File: config.mk
export PLATFORM = sky130hd
export DESIGN_NAME = nrisc_data_mem_flat
export DESIGN_NICKNAME = d
export VERILOG_FILES = /design/src/rtl/nrisc_pkg.sv /design/src/rtl/nrisc_data_mem_if.sv /design/src/rtl/nrisc_data_ram.sv /design/src/rtl/nrisc_data_mem.sv /design/src/flat_wrapper.sv
export SDC_FILE = /design/constraint.sdc
export NUM_CORES = 2
export LEC_CHECK = 0
export CAP_MARGIN = 10
export CORE_AREA = 10 10 595 597
export CTS_BUF_LIST = sky130_fd_sc_hd__clkbuf_4 sky130_fd_sc_hd__clkbuf_8
export CTS_CLUSTER_DIAMETER = 120
export DETAILED_ROUTE_END_ITERATION = 6
export DIE_AREA = 0 0 605 607
export GPL_TIMING_DRIVEN = 0
export HOLD_SLACK_MARGIN = 0.12
export PLACE_DENSITY_LB_ADDON = 0.25
export SYNTH_ARGS = -nofsm -noshare
export SYNTH_HDL_FRONTEND = slang
export SYNTH_SLANG_ARGS = --single-unit
File: constraint.sdc
create_clock -name clk -period 3.94 [get_ports clk]
set_clock_uncertainty 0.1 [all_clocks]
set_input_delay 0.788 -clock clk [delete_from_list [all_inputs] [get_ports clk]]
set_output_delay 0.788 -clock clk [all_outputs]
set_load 0.05 [all_outputs]
File: src/rtl/nrisc_pkg.sv
// rtl/nrisc_pkg.sv - shared NRISC types and widths for the data-memory responder
// Purpose: word/address widths, FSM state encoding and access-operation type.
// Ports: none (package).
package nrisc_pkg;

  localparam int NRISC_WORD_W = 16;
  localparam int NRISC_ADDR_W = 16;

  typedef enum logic [1:0] {
    IDLE   = 2'd0,
    WAIT   = 2'd1,
    ACCESS = 2'd2
  } state_e;

  typedef enum logic [1:0] {
    OP_NONE  = 2'd0,
    OP_STORE = 2'd1,
    OP_LOAD  = 2'd2
  } op_e;

  // Store outranks load when the CPU raises both.
  function automatic op_e decode_op(input logic write, input logic load);
    if (write)     return OP_STORE;
    else if (load) return OP_LOAD;
    else           return OP_NONE;
  endfunction

endpackage

File: src/rtl/nrisc_data_mem_if.sv
// rtl/nrisc_data_mem_if.sv - CPU DATA bus bundle between control unit and data memory
// Purpose: groups the request, data and status signals of the DATA bus.
// Ports (master drives): DATA_ADDR_clk, DATA_write, DATA_load, DATA_ADDR, DATA_in, DATA_err_clr
//       (slave drives) : DATA_out, DATA_ready, DATA_busy, DATA_err
interface nrisc_data_mem_if #(
  parameter int ADDR_W = 16,
  parameter int DATA_W = 16
);
  logic              DATA_ADDR_clk;
  logic              DATA_write;
  logic              DATA_load;
  logic [ADDR_W-1:0] DATA_ADDR;
  logic [DATA_W-1:0] DATA_in;
  logic              DATA_err_clr;
  logic [DATA_W-1:0] DATA_out;
  logic              DATA_ready;
  logic              DATA_busy;
  logic              DATA_err;

  modport master (
    output DATA_ADDR_clk, DATA_write, DATA_load, DATA_ADDR, DATA_in, DATA_err_clr,
    input  DATA_out, DATA_ready, DATA_busy, DATA_err
  );

  modport slave (
    input  DATA_ADDR_clk, DATA_write, DATA_load, DATA_ADDR, DATA_in, DATA_err_clr,
    output DATA_out, DATA_ready, DATA_busy, DATA_err
  );
endinterface

File: src/rtl/nrisc_data_ram.sv
// rtl/nrisc_data_ram.sv - single-port synchronous word array
// Purpose: DEPTH x DATA_W storage, write on we, registered read of addr (one-cycle latency).
// Ports: clk, we (write enable), addr (word index), wdata (write word), rdata (registered read word).
// Contents are deliberately not reset so they survive a CPU reset.
module nrisc_data_ram #(
  parameter int DATA_W = 16,
  parameter int DEPTH  = 256,
  parameter int AW     = (DEPTH > 1) ? $clog2(DEPTH) : 1
) (
  input  logic              clk,
  input  logic              we,
  input  logic [AW-1:0]     addr,
  input  logic [DATA_W-1:0] wdata,
  output logic [DATA_W-1:0] rdata
);
  logic [DATA_W-1:0] mem [DEPTH];

  always_ff @(posedge clk) begin
    if (we) begin
      mem[addr] <= wdata;
    end
    rdata <= mem[addr];
  end
endmodule

File: src/rtl/nrisc_data_mem.sv
// rtl/nrisc_data_mem.sv - NRISC DATA-bus memory responder with configurable wait states
// Purpose: accepts load/store requests on the strobe, waits WAIT_CYCLES, performs the
//          access on nrisc_data_ram and returns data with a one-cycle ready pulse.
// Ports: clk (posedge), rst (async active-low), bus (nrisc_data_mem_if.slave):
//        request strobe/write/load/address/data/err-clear in; data, ready, busy, sticky err out.
module nrisc_data_mem
  import nrisc_pkg::*;
#(
  parameter int ADDR_W      = NRISC_ADDR_W,
  parameter int DATA_W      = NRISC_WORD_W,
  parameter int DEPTH       = 256,
  parameter int WAIT_CYCLES = 1
) (
  input  logic              clk,
  input  logic              rst,
  nrisc_data_mem_if.slave   bus
);
  localparam int              RAM_AW    = (DEPTH > 1) ? $clog2(DEPTH) : 1;
  localparam logic [3:0]      WAIT_INIT = 4'(WAIT_CYCLES);
  localparam logic [ADDR_W:0] DEPTH_EXT = (ADDR_W + 1)'(DEPTH);

  state_e            state_q, state_d;
  logic [3:0]        cnt_q, cnt_d;
  op_e               op_q, op_d;
  logic [ADDR_W-1:0] addr_q, addr_d;
  logic [DATA_W-1:0] wdata_q, wdata_d;
  logic [DATA_W-1:0] out_q, out_d;
  logic              ready_q, ready_d;
  logic              err_q, err_d;

  logic              in_range;
  logic              ram_we;
  logic [RAM_AW-1:0] ram_addr;
  logic [DATA_W-1:0] ram_rdata;

  // Full-width unsigned compare: high address bits are never aliased onto the array.
  assign in_range = ({1'b0, addr_q} < DEPTH_EXT);
  assign ram_we   = (state_q == ACCESS) && (op_q == OP_STORE) && in_range;

  // The RAM read is registered, so the address is presented one edge ahead of the
  // access edge: in IDLE the incoming request address (covers WAIT_CYCLES=0), later
  // the latched one. By the access edge ram_rdata already holds mem[addr_q].
  assign ram_addr = (state_q == IDLE) ? bus.DATA_ADDR[RAM_AW-1:0] : addr_q[RAM_AW-1:0];

  nrisc_data_ram #(
    .DATA_W (DATA_W),
    .DEPTH  (DEPTH),
    .AW     (RAM_AW)
  ) u_ram (
    .clk   (clk),
    .we    (ram_we),
    .addr  (ram_addr),
    .wdata (wdata_q),
    .rdata (ram_rdata)
  );

  always_ff @(posedge clk or negedge rst) begin
    if (!rst) begin
      state_q <= IDLE;
      cnt_q   <= '0;
      op_q    <= OP_NONE;
      addr_q  <= '0;
      wdata_q <= '0;
      out_q   <= '0;
      ready_q <= 1'b0;
      err_q   <= 1'b0;
    end else begin
      state_q <= state_d;
      cnt_q   <= cnt_d;
      op_q    <= op_d;
      addr_q  <= addr_d;
      wdata_q <= wdata_d;
      out_q   <= out_d;
      ready_q <= ready_d;
      err_q   <= err_d;
    end
  end

  always_comb begin
    state_d = state_q;
    cnt_d   = cnt_q;
    op_d    = op_q;
    addr_d  = addr_q;
    wdata_d = wdata_q;
    out_d   = out_q;
    ready_d = 1'b0;
    err_d   = bus.DATA_err_clr ? 1'b0 : err_q;

    case (state_q)
      IDLE: begin
        if (bus.DATA_ADDR_clk) begin
          addr_d  = bus.DATA_ADDR;
          wdata_d = bus.DATA_in;
          op_d    = decode_op(bus.DATA_write, bus.DATA_load);
          if (op_d != OP_NONE) begin
            if (WAIT_CYCLES == 0) begin
              state_d = ACCESS;
            end else begin
              state_d = WAIT;
              cnt_d   = WAIT_INIT;
            end
          end
        end
      end
      WAIT: begin
        cnt_d = cnt_q - 4'd1;
        if (cnt_q == 4'd1) begin
          state_d = ACCESS;
        end
      end
      ACCESS: begin
        ready_d = 1'b1;
        state_d = IDLE;
        if (!in_range) begin
          err_d = 1'b1;  // set outranks a simultaneous clear
        end
        if (op_q == OP_LOAD) begin
          out_d = in_range ? ram_rdata : '0;
        end
      end
      default: state_d = IDLE;
    endcase
  end

  assign bus.DATA_out   = out_q;
  assign bus.DATA_ready = ready_q;
  assign bus.DATA_busy  = (state_q != IDLE);
  assign bus.DATA_err   = err_q;

endmodule

File: src/flat_wrapper.sv
// flat-port wrapper written by rule: the top's interface ports become plain ports
module nrisc_data_mem_flat import nrisc_pkg::*;
#(
  parameter int ADDR_W      = NRISC_ADDR_W,
  parameter int DATA_W      = NRISC_WORD_W,
  parameter int DEPTH       = 256,
  parameter int WAIT_CYCLES = 1
)
  (clk, rst, bus_DATA_ADDR_clk, bus_DATA_write, bus_DATA_load, bus_DATA_ADDR, bus_DATA_in, bus_DATA_err_clr, bus_DATA_out, bus_DATA_ready, bus_DATA_busy, bus_DATA_err);
  nrisc_data_mem_if #(.ADDR_W(ADDR_W), .DATA_W(DATA_W)) bus_i ();
  input  logic clk;
  input  logic rst;
  input wire logic [$bits(bus_i.DATA_ADDR_clk)-1:0] bus_DATA_ADDR_clk;
  input wire logic [$bits(bus_i.DATA_write)-1:0] bus_DATA_write;
  input wire logic [$bits(bus_i.DATA_load)-1:0] bus_DATA_load;
  input wire logic [$bits(bus_i.DATA_ADDR)-1:0] bus_DATA_ADDR;
  input wire logic [$bits(bus_i.DATA_in)-1:0] bus_DATA_in;
  input wire logic [$bits(bus_i.DATA_err_clr)-1:0] bus_DATA_err_clr;
  output wire logic [$bits(bus_i.DATA_out)-1:0] bus_DATA_out;
  output wire logic [$bits(bus_i.DATA_ready)-1:0] bus_DATA_ready;
  output wire logic [$bits(bus_i.DATA_busy)-1:0] bus_DATA_busy;
  output wire logic [$bits(bus_i.DATA_err)-1:0] bus_DATA_err;
  assign bus_i.DATA_ADDR_clk = bus_DATA_ADDR_clk;
  assign bus_i.DATA_write = bus_DATA_write;
  assign bus_i.DATA_load = bus_DATA_load;
  assign bus_i.DATA_ADDR = bus_DATA_ADDR;
  assign bus_i.DATA_in = bus_DATA_in;
  assign bus_i.DATA_err_clr = bus_DATA_err_clr;
  assign bus_DATA_out = bus_i.DATA_out;
  assign bus_DATA_ready = bus_i.DATA_ready;
  assign bus_DATA_busy = bus_i.DATA_busy;
  assign bus_DATA_err = bus_i.DATA_err;
  nrisc_data_mem #(.ADDR_W(ADDR_W), .DATA_W(DATA_W), .DEPTH(DEPTH), .WAIT_CYCLES(WAIT_CYCLES)) u_core (.clk(clk), .rst(rst), .bus(bus_i));
endmodule
[Word level (Yosys, flattened, before mapping)]
Memory sizes are Yosys's and may differ from the RTL's. A register that Yosys moved wholly into a read port is not among the register bits.
Cells that the tools add are included.
Storage, ports and cells
  register bits after elaboration: 58
  bits in writable memories: 4096
  bits of input ports: 38
  logic and storage cells: 48
  memories kept: 1
Operators by class
  add/sub/neg operators: 1
  $lt $le $gt $ge: 1
  eq/ne operators: 8
  multiplexer cells: 19
  reduce and logical (&&, ||, !) cells: 10
Memory list
  u_core.u_ram.mem: depth 256, bits a word 16, rd ports 1, clocked after Yosys merged registers in 1, write ports 1, line nrisc_data_ram.sv:16  | logic [DATA_W-1:0] mem [DEPTH];
Operator list (count)
  < comparator 16 x 9 -> 1 bit, second input constant: 1
  two-way mux 16 bit: 1
  two-way mux 2 bit: 7
  two-way mux 4 bit: 2
  two-way mux 8 bit: 1
  one-hot mux 4 bit (2 select lines): 1
  two-way mux 1 bit: 6
  AND reduction 3 bit: 2
  nonzero test 2 bit: 3
  == test 2 x 1 -> 1 bit, second input constant: 2
  == test 2 bit, second input constant: 2
  == test 4 x 1 -> 1 bit, second input constant: 1
  != test 2 bit, second input constant: 2
  one-hot mux 2 bit (2 select lines): 1
  AND reduction 2 bit: 2
  subtractor 4 x 1 -> 4 bit, second input constant: 1
  logical AND 1 bit: 2
  zero test 2 bit: 1
  != test 2 x 1 -> 1 bit, second input constant: 1

[Depth between registers and ports, before layout]
  word-level depth: 8
  mapped depth: 12
  mapped depth without buffers: 8

[Modules after synthesis]
From an unflattened synthesis, not the netlist that was laid out.
Second synthesis, totals
  cell total of the unflattened synthesis: 6922
  area, all modules: 157838.9 µm²
By module, submodules not included
  nrisc_data_ram: instances 1, cells each 6727, area an instance 155399.0 µm², sequential area each 123318.3 µm²
  nrisc_data_mem: instances 1, cells each 195, area an instance 2439.8 µm², sequential area each 1451.4 µm²

[Least setup slack after synthesis]
No wires, ideal clock.
  path kind: flip-flop to flip-flop
  start point: register u_core.wdata_q[0]
  end point: memory u_core.u_ram.mem[0][0], data pin
  data arrival time: 3181 ps
  setup slack: -144 ps
  stages on the path, launching flop included: 1
  period minus slack after synthesis: 4084 ps
  cell sequence: dfrtp_1
RTL lines
  start: declaration: line nrisc_data_mem.sv:26  | logic [DATA_W-1:0] wdata_q, wdata_d;
  start signal: assignment: line nrisc_data_mem.sv:72  | wdata_q <= wdata_d;
  end: declaration: line nrisc_data_ram.sv:16
Straight into the memory's write port.

[Worst setup path after layout]
  start point: register u_core.state_q[0]
  end point: register u_core.u_ram.rdata[5] (read register of u_core.u_ram.mem)
On the way
  word-level cells in the longest chain between the ends: 2
Ends and longest elaborated chain
  start: declaration: line nrisc_data_mem.sv:22  | state_e state_q, state_d;
  start signal: assignment: line nrisc_data_mem.sv:68  | state_q <= state_d;
  zero test 2 bit: line nrisc_data_mem.sv:43  | assign ram_addr = (state_q == IDLE) ? bus.DATA_ADDR[RAM_AW-1:0] : addr_q[RAM_AW-1:0];
  two-way mux 8 bit: line nrisc_data_mem.sv:43
  end: declaration: line nrisc_data_ram.sv:14  | output logic [DATA_W-1:0] rdata
Every way passes these cells.
A chain may end at the register's enable or synchronous reset.

==> summary.md <==
| Metric | Value |
|---|---|
| Congestion Overflow GR | `0` |
| P_int | `0.0884 W` |
| Yosys top cell area share | `0.802` |
| Lkg Pwr | `57.4 nW` |
| GRT Total Usage | `0.264` |
| Met3 WL post-DR | `58800 um` |
| Post-route design area | `185000 sq um` |
| Unrepaired setup endpoints after global routing | `true` |
| Slew headroom | `0.0319` |
| Largest net degree at the start of global routing | `80` |
| Combinational share of power | `0.369` |
| Number of global-route vias before repair | `91060` |
| Critical path fanouts, max | `10` |
| DRT Wirelength | `504000 um` |
| Metal-1 WL | `184000 um` |
| Top_reg_cell synth | `edfxtp_1` |
| Root Driver | `clkbuf_8` |
| Synth Register Bits | `4170` |
| Vias per cell | `6.30` |
| Post-layout util | `0.540` |
| FF-to-FF setup slack | `-0.18 ns` |
| Worst setup path class | `reg -> reg` |
| Max clock buf depth | `4` |
| Tmin final | `4.12 ns` |
| DRT iter0 DRCs | `13412` |
| Critical Path Start | `u_core.state_q[0]` |
| Nets | `9847` |
| Share of cells above drive strength 1 | `0.247` |
| Drt drc | `0` |
| Syn. warnings | `0` |
| Placer Congestion | `0.968` |
| Height of the die | `607 um` |
| Initial antenna violation count | `34` |
| Total CTS buffers | `647` |
| Fmax | `243 MHz` |
| Final setup viols | `53` |
| Worst Setup EP | `u_core.u_ram.rdata[5]` |
| Clock transition at path regs | `0.07 ns` |
| PD cells | `794 nW/um^2` |
| Vias | `93722` |
| R2R cell count | `11` |
| Reg-to-reg startpoint | `u_core.state_q[0]` |
| Final period utilization | `1.05` |
| Clock share of power | `0.239` |
| Post-synthesis sequential area ratio | `0.813` |
| Uppermost layer routed | `met5` |
| Fillers | `26305` |
| Unique masters post-synth | `46` |
| Maximum VDD drop | `0.000683 V` |
| Pins Over Slew Limit | `0` |
| Sequential share of power | `0.392` |
| Initial Util | `0.449` |
| CTS tree | `built` |
| Metal2 WL | `230000 um` |
| Worst EP arrival | `5.09 ns` |
| Initial DRT Pass Iterations | `7` |
| DRT antenna net count | `0` |
| Fin. Hold Viols | `0` |
| Setup tns final | `-4.06 ns` |
| CTS sink cnt | `4170` |
| Placed inst area | `164000 sq um` |
| Die area | `367000 sq um` |
| DR WL/cell | `33.9 um` |
| Synth async-reset ratio | `0.0139` |
| Status | `finished, violations left` |
| Post-Synthesis Cells | `8698` |
| PnR worst setup slack | `-0.180 ns` |
| Worst reg2reg endpoint | `u_core.u_ram.rdata[5]` |
| Worst-margin pin slew | `1.45 ns` |
| Startpoint types | `register` |
| Core box area | `342000 sq um` |
| Failing checks | `setup timing` |
| Synth area leaders | `edfxtp_1 (80%), a22oi_1 (10%), a21oi_1 (3.3%), o41ai_1 (1.5%), dfrtp_1 (0.95%)` |
| Area growth syn-to-layout | `20.3%` |
| Hold Path Class | `in -> async` |
| Mapped Area | `153000 sq um` |
| Htree depth | `6` |
| Post-synthesis net count | `8738` |
| Number of flops mapped to enable cells by yosys | `4096` |
| Switch share | `0.397` |
| Avg Inst Size Synth | `17.6 sq um` |
| Port Buf Inserts | `56` |
| Worst setup EP type | `register` |
| Die width | `605 um` |
| Synth area leader | `edfxtp_1` |
| Clock Latency Late Sink | `1.20 ns` |
| Post-place setup slack | `-2.64 ns` |
| Pwr Total | `0.147 W` |
| # rows | `215` |
| WP data required | `4.91 ns` |
| Max-cap viol count | `0` |
| Global-route wire length before repair | `688000 um` |
| HPWL after DPL | `343000 um` |
| Io pins | `57` |
| NetSw | `0.0581 W` |
==> repair_timing <==
item / in CTS / in global routing
gates cloned: 0 / 2
endpoints found under the setup margin: 3915 / 2240
pin swaps: 56 / 96
hold endpoints to repair: 85 / 0
gates resized for setup: 893 / 516
buffers inserted: 50 / 39
hold buffers: 29 / 0
==> critical path, stage by stage (launching register included) <==
cell and delay [ns]:
dfrtp_1 0.40, buf_8 0.16, o211ai_1 0.31, o21ai_4 0.18, buf_12 0.18, buf_6 0.19, clkbuf_1 0.30, a22oi_1 0.24
a21oi_1 0.16, o41ai_1 0.90, a41oi_1 0.30, or4_1 0.58
==> layer usage <==
metal	global-route usage	up-vias
met5	0	-
met3	0.0750	1207
met4	0.146	10
met1	0.339	47781
li1	-	38814
met2	0.406	5910
==> synthesized netlist by cell type (all sizes together), types with 2 or more instances <==
cell	number
o21a	7
a31oi	4
nand2	62
a22oi	2048
inv	9
o21ai	26
o31ai	4
o31a	3
buf	314
mux2	34
nor3	2
edfxtp	4096
nor4	2
dfxtp	16
nand3b	6
or3	10
a22o	2
or4b	2
or4	17
ha	2
nor3b	3
o41ai	256
nor2	264
nand3	7
a41oi	64
nand2b	9
clkbuf	340
dfrtp	58
a21oi	1024
==> final cells by class <==
| cell class | instances | area (sq um) | area share |
|---|---|---|---|
| multi-input combinational | 3864 | 31600 | 0.171 |
| inverter | 10 | 38.8 | 0.000210 |
| buffer | 648 | 3860 | 0.0209 |
| clock buffer | 875 | 10700 | 0.0582 |
| antenna | 27 | 67.6 | 0.000366 |
| sequential | 4170 | 125000 | 0.676 |
| timing repair buffer | 466 | 6190 | 0.0336 |
| tap | 4557 | 5700 | 0.0309 |
| clock inverter | 262 | 1570 | 0.00853 |
==> cell families after synthesis <==
logic type               after synthesis  synth area share
adder cells (fa/ha/maj)                2          0.000163
AO/OA/AOI/OAI                       3441             0.154
multiplexers                          34           0.00250
flip-flops                          4170             0.813
AND/OR/NAND/NOR                      387            0.0108
buffers and inverters                664            0.0190
==> through the flow <==
| stage | hold WS [ns] | std cells |
|---|---|---|
| floorplan | 0.317 | 8698 |
| finish | 0.209 | 14879 |
| detailed placement | 0.381 | 13596 |
| global placement | 0.382 | 13311 |
| global route | 0.253 | 14861 |
| CTS | 0.133 | 14809 |
==> state kept, by name, summed over array words and instances (netlist names) <==
signal,flops
u_core.addr_q,16
u_core.bus.DATA_err,1
u_core.bus.DATA_out,16
u_core.bus.DATA_ready,1
u_core.cnt_q,4
u_core.op_q,2
u_core.state_q,2
u_core.u_ram.mem,4096
u_core.u_ram.rdata,16
u_core.wdata_q,16
==> power by group through the flow <==
| stage | combinational (W) | clock (W) | sequential [W] |
|---|---|---|---|
| 6_report | 0.0540 | 0.0351 | 0.0574 |
| 5_1_grt | 0.0554 | 0.0374 | 0.0574 |
| 4_1_cts | 0.0501 | 0.0352 | 0.0573 |
| 3_5_place_dp | 0.0461 | 0 | 0.0582 |
| 3_3_place_gp | 0.0364 | 0 | 0.0660 |
| 2_1_floorplan | 0.0197 | 0 | 0.0605 |
==> worst min path at each step <==
stage | end | cells past startpoint | from | slack [ns]
floorplan | u_core.bus.DATA_out[0] | 2 | u_core.u_ram.rdata[0] | 0.32
global placement | u_core.bus.DATA_out[1] | 2 | u_core.bus.DATA_out[1] | 0.38
detailed placement | u_core.bus.DATA_out[0] | 2 | u_core.bus.DATA_out[0] | 0.38
CTS | u_core.state_q[1] | 2 | rst | 0.13
global route | u_core.state_q[1] | 2 | rst | 0.25
finish | u_core.wdata_q[8] | 2 | rst | 0.21
==> layout by cell type, fill, tap and decap left out, types with 124 or more instances in the layout <==
master,count
o41ai_4,124
clkbuf_4,252
clkbuf_1,141
edfxtp_1,4096
a21oi_1,958
nor2_4,160
clkinv_1,161
buf_2,223
buf_4,199
clkbuf_8,675
clkbuf_2,125
a22oi_1,2028
No activity file was read; power rests on OpenSTA's default activity.
